**src/rtl/injector_pulse_scheduler_pkg.sv**
```systemverilog
// Shared types and constants for the four-channel injector pulse scheduler.
// Holds the channel state encoding and the pulse-width clamp helper.
package ecu_injector_pkg;

  localparam int NUM_INJ       = 4;
  localparam int CNT_W_DEF     = 16;
  localparam int MAX_WIDTH_DEF = 20000;

  typedef enum logic [1:0] {
    ST_IDLE  = 2'd0,
    ST_DELAY = 2'd1,
    ST_PULSE = 2'd2
  } inj_state_e;

  // Saturating minimum used to limit requested pulse widths.
  function automatic logic [31:0] clamp_u32(input logic [31:0] val, input logic [31:0] lim);
    logic [31:0] res;
    if (val > lim) begin
      res = lim;
    end else begin
      res = val;
    end
    return res;
  endfunction

endpackage

```
**src/rtl/injector_pulse_scheduler_if.sv**
```systemverilog
// Command handshake bundle between upstream fuel/timing logic and the scheduler.
// The master issues commands; the slave answers with per-channel readiness.
interface injector_pulse_scheduler_if #(parameter int CNT_W = 16) ();

  logic             i_cmdValid;
  logic             o_cmdReady;
  logic [1:0]       i_cmdChannel;
  logic [CNT_W-1:0] i_cmdDelay;
  logic [CNT_W-1:0] i_cmdWidth;

  modport master (
    output i_cmdValid,
    output i_cmdChannel,
    output i_cmdDelay,
    output i_cmdWidth,
    input  o_cmdReady
  );

  modport slave (
    input  i_cmdValid,
    input  i_cmdChannel,
    input  i_cmdDelay,
    input  i_cmdWidth,
    output o_cmdReady
  );

endinterface

```
**src/rtl/injector_pulse_scheduler_channel_timer.sv**
```systemverilog
// One injector channel: delay-then-pulse sequencer counted in i_tick strobes.
// Abort forces IDLE without a done strobe; outputs are registered.
module injector_channel_timer
  import ecu_injector_pkg::*;
#(
  parameter int CNT_W = CNT_W_DEF
) (
  input  logic             i_clock,
  input  logic             i_reset,
  input  logic             i_tick,
  input  logic             i_load,
  input  logic [CNT_W-1:0] i_delay,
  input  logic [CNT_W-1:0] i_width,
  input  logic             i_abort,
  output logic             o_enable,
  output logic             o_busy,
  output logic             o_done
);

  localparam logic [CNT_W-1:0] CNT_ONE = {{(CNT_W-1){1'b0}}, 1'b1};

  inj_state_e       state_q, state_d;
  logic [CNT_W-1:0] cnt_q, cnt_d;
  logic [CNT_W-1:0] width_q, width_d;
  logic             done_q, done_d;
  logic             enable_q, enable_d;
  logic             busy_q, busy_d;

  // Next-state, counter and strobe decode.
  always_comb begin
    state_d = state_q;
    cnt_d   = cnt_q;
    width_d = width_q;
    done_d  = 1'b0;
    if (i_abort) begin
      state_d = ST_IDLE;
      cnt_d   = '0;
    end else begin
      case (state_q)
        ST_IDLE: begin
          if (i_load) begin
            if (i_width == '0) begin
              done_d = 1'b1;
            end else if (i_delay == '0) begin
              state_d = ST_PULSE;
              cnt_d   = i_width;
            end else begin
              state_d = ST_DELAY;
              cnt_d   = i_delay;
              width_d = i_width;
            end
          end else begin
            state_d = ST_IDLE;
          end
        end
        ST_DELAY: begin
          if (i_tick) begin
            if (cnt_q == CNT_ONE) begin
              state_d = ST_PULSE;
              cnt_d   = width_q;
            end else begin
              cnt_d = cnt_q - CNT_ONE;
            end
          end else begin
            cnt_d = cnt_q;
          end
        end
        ST_PULSE: begin
          if (i_tick) begin
            if (cnt_q == CNT_ONE) begin
              state_d = ST_IDLE;
              cnt_d   = '0;
              done_d  = 1'b1;
            end else begin
              cnt_d = cnt_q - CNT_ONE;
            end
          end else begin
            cnt_d = cnt_q;
          end
        end
        default: begin
          state_d = ST_IDLE;
          cnt_d   = '0;
        end
      endcase
    end
    enable_d = (state_d == ST_PULSE);
    busy_d   = (state_d != ST_IDLE);
  end

  // State and output registers; reset drops the enable immediately.
  always_ff @(posedge i_clock or posedge i_reset) begin
    if (i_reset) begin
      state_q  <= ST_IDLE;
      cnt_q    <= '0;
      width_q  <= '0;
      done_q   <= 1'b0;
      enable_q <= 1'b0;
      busy_q   <= 1'b0;
    end else begin
      state_q  <= state_d;
      cnt_q    <= cnt_d;
      width_q  <= width_d;
      done_q   <= done_d;
      enable_q <= enable_d;
      busy_q   <= busy_d;
    end
  end

  assign o_enable = enable_q;
  assign o_busy   = busy_q;
  assign o_done   = done_q;

endmodule

```
**src/rtl/injector_pulse_scheduler.sv**
```systemverilog
// Four-channel injector pulse scheduler: command decode, width clamp and
// readiness mux in front of one channel timer per injector.
module injector_pulse_scheduler
  import ecu_injector_pkg::*;
#(
  parameter int CNT_W     = CNT_W_DEF,
  parameter int MAX_WIDTH = MAX_WIDTH_DEF
) (
  input  logic                        i_clock,
  input  logic                        i_reset,
  input  logic                        i_tick,
  injector_pulse_scheduler_if.slave   cmd_if,
  input  logic [NUM_INJ-1:0]          i_abort,
  output logic [NUM_INJ-1:0]          o_enable,
  output logic [NUM_INJ-1:0]          o_busy,
  output logic [NUM_INJ-1:0]          o_done,
  output logic                        o_clamped
);

  logic [1:0]         ch_s;
  logic               ready_s;
  logic               clamp_s;
  logic [CNT_W-1:0]   width_s;
  logic [NUM_INJ-1:0] accept_s;
  logic [NUM_INJ-1:0] busy_s;
  logic               clamped_q, clamped_d;

  // Handshake decode: ready follows the addressed channel only.
  always_comb begin
    ch_s      = cmd_if.i_cmdChannel;
    clamp_s   = (32'(cmd_if.i_cmdWidth) > 32'(MAX_WIDTH));
    width_s   = CNT_W'(clamp_u32(32'(cmd_if.i_cmdWidth), 32'(MAX_WIDTH)));
    ready_s   = ~busy_s[ch_s] & ~i_abort[ch_s];
    accept_s  = '0;
    if (cmd_if.i_cmdValid && ready_s) begin
      accept_s[ch_s] = 1'b1;
      clamped_d      = clamp_s;
    end else begin
      clamped_d      = 1'b0;
    end
  end

  // Clamp strobe register.
  always_ff @(posedge i_clock or posedge i_reset) begin
    if (i_reset) begin
      clamped_q <= 1'b0;
    end else begin
      clamped_q <= clamped_d;
    end
  end

  for (genvar g = 0; g < NUM_INJ; g++) begin : g_ch
    injector_channel_timer #(.CNT_W(CNT_W)) u_timer (
      .i_clock  (i_clock),
      .i_reset  (i_reset),
      .i_tick   (i_tick),
      .i_load   (accept_s[g]),
      .i_delay  (cmd_if.i_cmdDelay),
      .i_width  (width_s),
      .i_abort  (i_abort[g]),
      .o_enable (o_enable[g]),
      .o_busy   (busy_s[g]),
      .o_done   (o_done[g])
    );
  end

  assign cmd_if.o_cmdReady = ready_s;
  assign o_busy            = busy_s;
  assign o_clamped         = clamped_q;

endmodule

```
**src/flat_wrapper.sv**
```systemverilog
// flat-port wrapper written by rule: the top's interface ports become plain ports
module injector_pulse_scheduler_flat import ecu_injector_pkg::*;
#(
  parameter int CNT_W     = CNT_W_DEF,
  parameter int MAX_WIDTH = MAX_WIDTH_DEF
)
  (i_clock, i_reset, i_tick, i_abort, o_enable, o_busy, o_done, o_clamped, cmd_if_i_cmdValid, cmd_if_i_cmdChannel, cmd_if_i_cmdDelay, cmd_if_i_cmdWidth, cmd_if_o_cmdReady);
  injector_pulse_scheduler_if #(.CNT_W(CNT_W)) cmd_if_i ();
  input  logic i_clock;
  input  logic i_reset;
  input  logic i_tick;
  input  logic [NUM_INJ-1:0] i_abort;
  output logic [NUM_INJ-1:0] o_enable;
  output logic [NUM_INJ-1:0] o_busy;
  output logic [NUM_INJ-1:0] o_done;
  output logic o_clamped;
  input wire logic [$bits(cmd_if_i.i_cmdValid)-1:0] cmd_if_i_cmdValid;
  input wire logic [$bits(cmd_if_i.i_cmdChannel)-1:0] cmd_if_i_cmdChannel;
  input wire logic [$bits(cmd_if_i.i_cmdDelay)-1:0] cmd_if_i_cmdDelay;
  input wire logic [$bits(cmd_if_i.i_cmdWidth)-1:0] cmd_if_i_cmdWidth;
  output wire logic [$bits(cmd_if_i.o_cmdReady)-1:0] cmd_if_o_cmdReady;
  assign cmd_if_i.i_cmdValid = cmd_if_i_cmdValid;
  assign cmd_if_i.i_cmdChannel = cmd_if_i_cmdChannel;
  assign cmd_if_i.i_cmdDelay = cmd_if_i_cmdDelay;
  assign cmd_if_i.i_cmdWidth = cmd_if_i_cmdWidth;
  assign cmd_if_o_cmdReady = cmd_if_i.o_cmdReady;
  injector_pulse_scheduler #(.CNT_W(CNT_W), .MAX_WIDTH(MAX_WIDTH)) u_core (.i_clock(i_clock), .i_reset(i_reset), .i_tick(i_tick), .cmd_if(cmd_if_i), .i_abort(i_abort), .o_enable(o_enable), .o_busy(o_busy), .o_done(o_done), .o_clamped(o_clamped));
endmodule
```
**config.mk**
```make
export PLATFORM = sky130hd
export DESIGN_NAME = injector_pulse_scheduler_flat
export DESIGN_NICKNAME = d
export VERILOG_FILES = /design/src/rtl/injector_pulse_scheduler_pkg.sv /design/src/rtl/injector_pulse_scheduler_if.sv /design/src/rtl/injector_pulse_scheduler_channel_timer.sv /design/src/rtl/injector_pulse_scheduler.sv /design/src/flat_wrapper.sv
export SDC_FILE = /design/constraint.sdc
export NUM_CORES = 1
export LEC_CHECK = 0
export BUFFER_PORTS_ARGS = -buffer_cell sky130_fd_sc_hd__buf_2
export CAP_MARGIN = 10
export CORE_MARGIN = 1.5
export CORE_UTILIZATION = 40
export CTS_CLUSTER_SIZE = 24
export DETAILED_ROUTE_END_ITERATION = 7
export RECOVER_POWER = 25
export REMOVE_ABC_BUFFERS = 1
export SYNTH_ARGS = -nofsm -noshare
export SYNTH_HDL_FRONTEND = slang
export SYNTH_HIERARCHICAL = 1
export SYNTH_SLANG_ARGS = --single-unit
```
**constraint.sdc**
```tcl
create_clock -name i_clock -period 3.7 [get_ports i_clock]
set_input_delay 0.555 -clock i_clock [delete_from_list [all_inputs] [get_ports i_clock]]
set_output_delay 0.555 -clock i_clock [all_outputs]
set_load 0.01 [all_outputs]
```
==> results.json <==
{
  "clk_path_buf_depth": 2,
  "worstPathCellList": "buf_2, nor3_2, nand2_1, or3_1, a21boi_1, buf_4, nor4_1, a41o_1, or3_1, or2_1, mux2_1",
  "cp-start-kind": "input pin",
  "tightest_slew_ps": 2132,
  "clkSlewWorstSetupHoldPaths_ps": 60,
  "synth.cell_area_sq_mm": 0.009578,
  "max_clock_freq_mhz": 286.1,
  "vdd_ir_drop_max_uv": 259.4,
  "nNetsFinal": 1195,
  "drt_iter0_markers": 775,
  "min_period_ps": 3495,
  "synth-edff-count": 0,
  "seqPwrFrac_pct": 40.0,
  "grt-ovfl-total": 0,
  "hold_path_class": "in -> async",
  "cts_buffers": 17,
  "slowest_delay_ps": 540,
  "fin_ws_ps": 204.8,
  "synth_cells": 1062,
  "synthesis.area_per_instance_sq_um": 9.019,
  "grt_pass1_vias": 8634,
  "gp_congestion": 0.8979,
  "synthFlopType": "dfrtp_1",
  "dp.final_hpwl_mm": 22.38,
  "power.share.combinational_pct": 25.3,
  "p_leak_nw": 4.863,
  "clkSinkCount": 149,
  "async_flop_share_pct": 100.0,
  "finalHoldViolations": 0,
  "synth.most_common_cell": "dfrtp_1",
  "dieArea_sq_mm": 0.02488,
  "ios": 56,
  "intPower_mw": 3.355,
  "crit_top_cell": "or3_1",
  "cts_setup_buffers": 0,
  "postLayoutCellArea_sq_mm": 0.01104,
  "slew_headroom_pct": -42.15,
  "nFillCells": 2266,
  "drc_errors": 0,
  "post_drt_via_cell_ratio": 6.153,
  "ys_top_cells_by_count": "dfrtp_1 (149), a21oi_1 (96), nor2_1 (92)",
  "period_share_pct": 94.46,
  "cts_tree": "built",
  "r2r_cells": 7,
  "synth_warnings": 6,
  "initial_core_util_pct": 40.80,
  "clkPwrFrac_pct": 34.6,
  "cp.required_ps": 4000,
  "grt_pass1_wl_mm": 49.91,
  "cp_max_fo": 16,
  "wl_per_cell_microns": 21.66,
  "yosys-top-cells-area": "dfrtp_1 (39%), mux2_1 (6.1%), a21oi_1 (5.0%), nor2_1 (3.6%), nor4_1 (3.2%)",
  "rsz0062_at_grt": "no",
  "p_switching_mw": 1.614,
  "pre_cts_slack_ps": -384.7,
  "path_depth": 11,
  "crit_arrival_ps": 3800,
  "cp_slowest_cell": "or2_1",
  "first_pass_iters": 5,
  "rows": 56,
  "power_per_cell_area_mw_per_mm2": 449.9,
  "grt_max_degree": 38,
  "ys_types": 78,
  "slew_violations": 114,
  "switching_share_pct": 32.48,
  "cts-root-buf": "clkbuf_16",
  "portBuffers": 55,
  "yosys.area.top_type_share_pct": 38.93,
  "grt_usage_pct": 26.23,
  "critical_path_class": "in -> reg",
  "path_buf_inv": 2,
  "die_h_microns": 157.7,
  "skew_ps": 8.075,
  "ys_ff_latch": 149,
  "drive_above_1_share_pct": 15.80,
  "postCtsHoldBufs": 0,
  "cts_resized": 0,
  "placed_area_sq_mm": 0.01048,
  "maxCapViolations": 3,
  "die_w_microns": 157.7,
  "crit_path_end_kind": "flop",
  "antenna_found_initial": 0,
  "diodes": 0,
  "failed_checks": "capacitance limit, slew limit",
  "setup_viol": 0,
  "hold_ws_ps": 108.1,
  "status": "finished, violations left",
  "clkLatencyLatePin_ps": 430,
  "core-area_sq_mm": 0.02347,
  "seq_area_frac_synth_pct": 38.93,
  "ant_nets": 0,
  "vias": 9088,
  "syn_to_final_growth_pct": 15.31,
  "synth_top_cell_by_area": "dfrtp_1",
  "cp_top_family": "simple AND/OR/NAND/NOR gates",
  "routed_wl_mm": 31.99,
  "cts_max_level": 4
}
[per-stage QoR]
stage	instances	total power, mW	TNS (ps)	util [%]
final	1477	4.969	0	47.05
after global routing	1477	5.200	0	47.05
after CTS	1477	4.967	0	47.08
after detailed placement	1445	3.248	-10370	44.66
after global placement	1445	3.229	-6453	44.66
after floorplan	1002	2.832	0	-
[cells in the final DEF, fill, tap and decap left out, types with 23 or more instances in the layout]
cell type  Yosys  layout
a211oi_1      25      25
a21oi_1       96      96
a31oi_1       26      26
buf_2         29      54
buf_4          4      64
dfrtp_1      149     149
inv_1         23      23
mux2_1        52      52
nand2_1       53      53
nand3_1       33      33
nor2_1        92      92
nor3_1        41      40
nor4_1        49      49
o21ai_1       31      31
[registers in the layout, indices dropped and copies added, names as in the netlist]
register	cells
u_core/g_ch.u_timer/cnt_q	64
u_core/o_clamped	1
u_core/g_ch.u_timer/state_q	8
u_core/g_ch.u_timer/o_enable	4
u_core/g_ch.u_timer/o_done	4
u_core/g_ch.u_timer/width_q	64
u_core/g_ch.u_timer/o_busy	4
[worst paths after layout]
path | start | end | slack, ps
worst max-delay path | cmd_if_i_cmdWidth[8] | u_core/g_ch[1].u_timer/width_q[0]$_DFFE_PP0P_ | 200
worst min-delay path | i_reset | u_core/o_clamped$_DFF_PP0_ | 110
worst max register to register | u_core/g_ch[1].u_timer/o_busy$_DFF_PP0_ | u_core/g_ch[1].u_timer/width_q[0]$_DFFE_PP0P_ | 880
worst min register to register | u_core/g_ch[3].u_timer/width_q[8]$_DFFE_PP0P_ | u_core/g_ch[3].u_timer/width_q[8]$_DFFE_PP0P_ | 490
max in group asynchronous | i_reset | u_core/g_ch[0].u_timer/cnt_q[5]$_DFFE_PP0P_ | 1430
min in group i_clock | i_abort[2] | u_core/g_ch[2].u_timer/state_q[0]$_DFF_PP0_ | 450
[area by class of cell]
class	count	area [sq um]	share of cell area (%)
tap	319	399.1	3.614
sequential	149	3729	33.76
multi-input combinational	828	5449	49.34
timing repair buffer	124	805.8	7.296
clock inverter	12	131.4	1.190
inverter	25	93.84	0.8497
clock buffer	20	436.7	3.954
[power by group through the flow]
stage,clock network [mW],logic (mW),registers (mW)
4_1_cts,1.74,1.25,1.98
3_3_place_gp,0,1.22,2.01
2_1_floorplan,0,0.875,1.96
6_report,1.72,1.26,1.99
5_1_grt,1.81,1.38,2.01
3_5_place_dp,0,1.24,2.01
[metal layers]
metal	vias up	part of all wire [%]	global-route usage, %
met5	-	0	0
met4	0	2.3	8.985
met3	58	6.7	4.270
met2	399	46	40.94
met1	4475	45	36.74
li1	4156	-	-
[kinds of logic (layout without fill, tap and decap cells)]
family	count (synthesis)	in the layout	share of synthesized area, %
and+or+nand+nor	400	400	23.11
AOI/OAI and AO/OA	300	300	20.43
DFF	149	149	38.93
buffers and inverters	96	181	4.664
muxes	78	78	9.040
xor gates and xnor gates	30	30	2.743
adders and majority gates	8	8	1.045
other	1	12	0.03915
No activity file was read; power rests on OpenSTA's default activity.
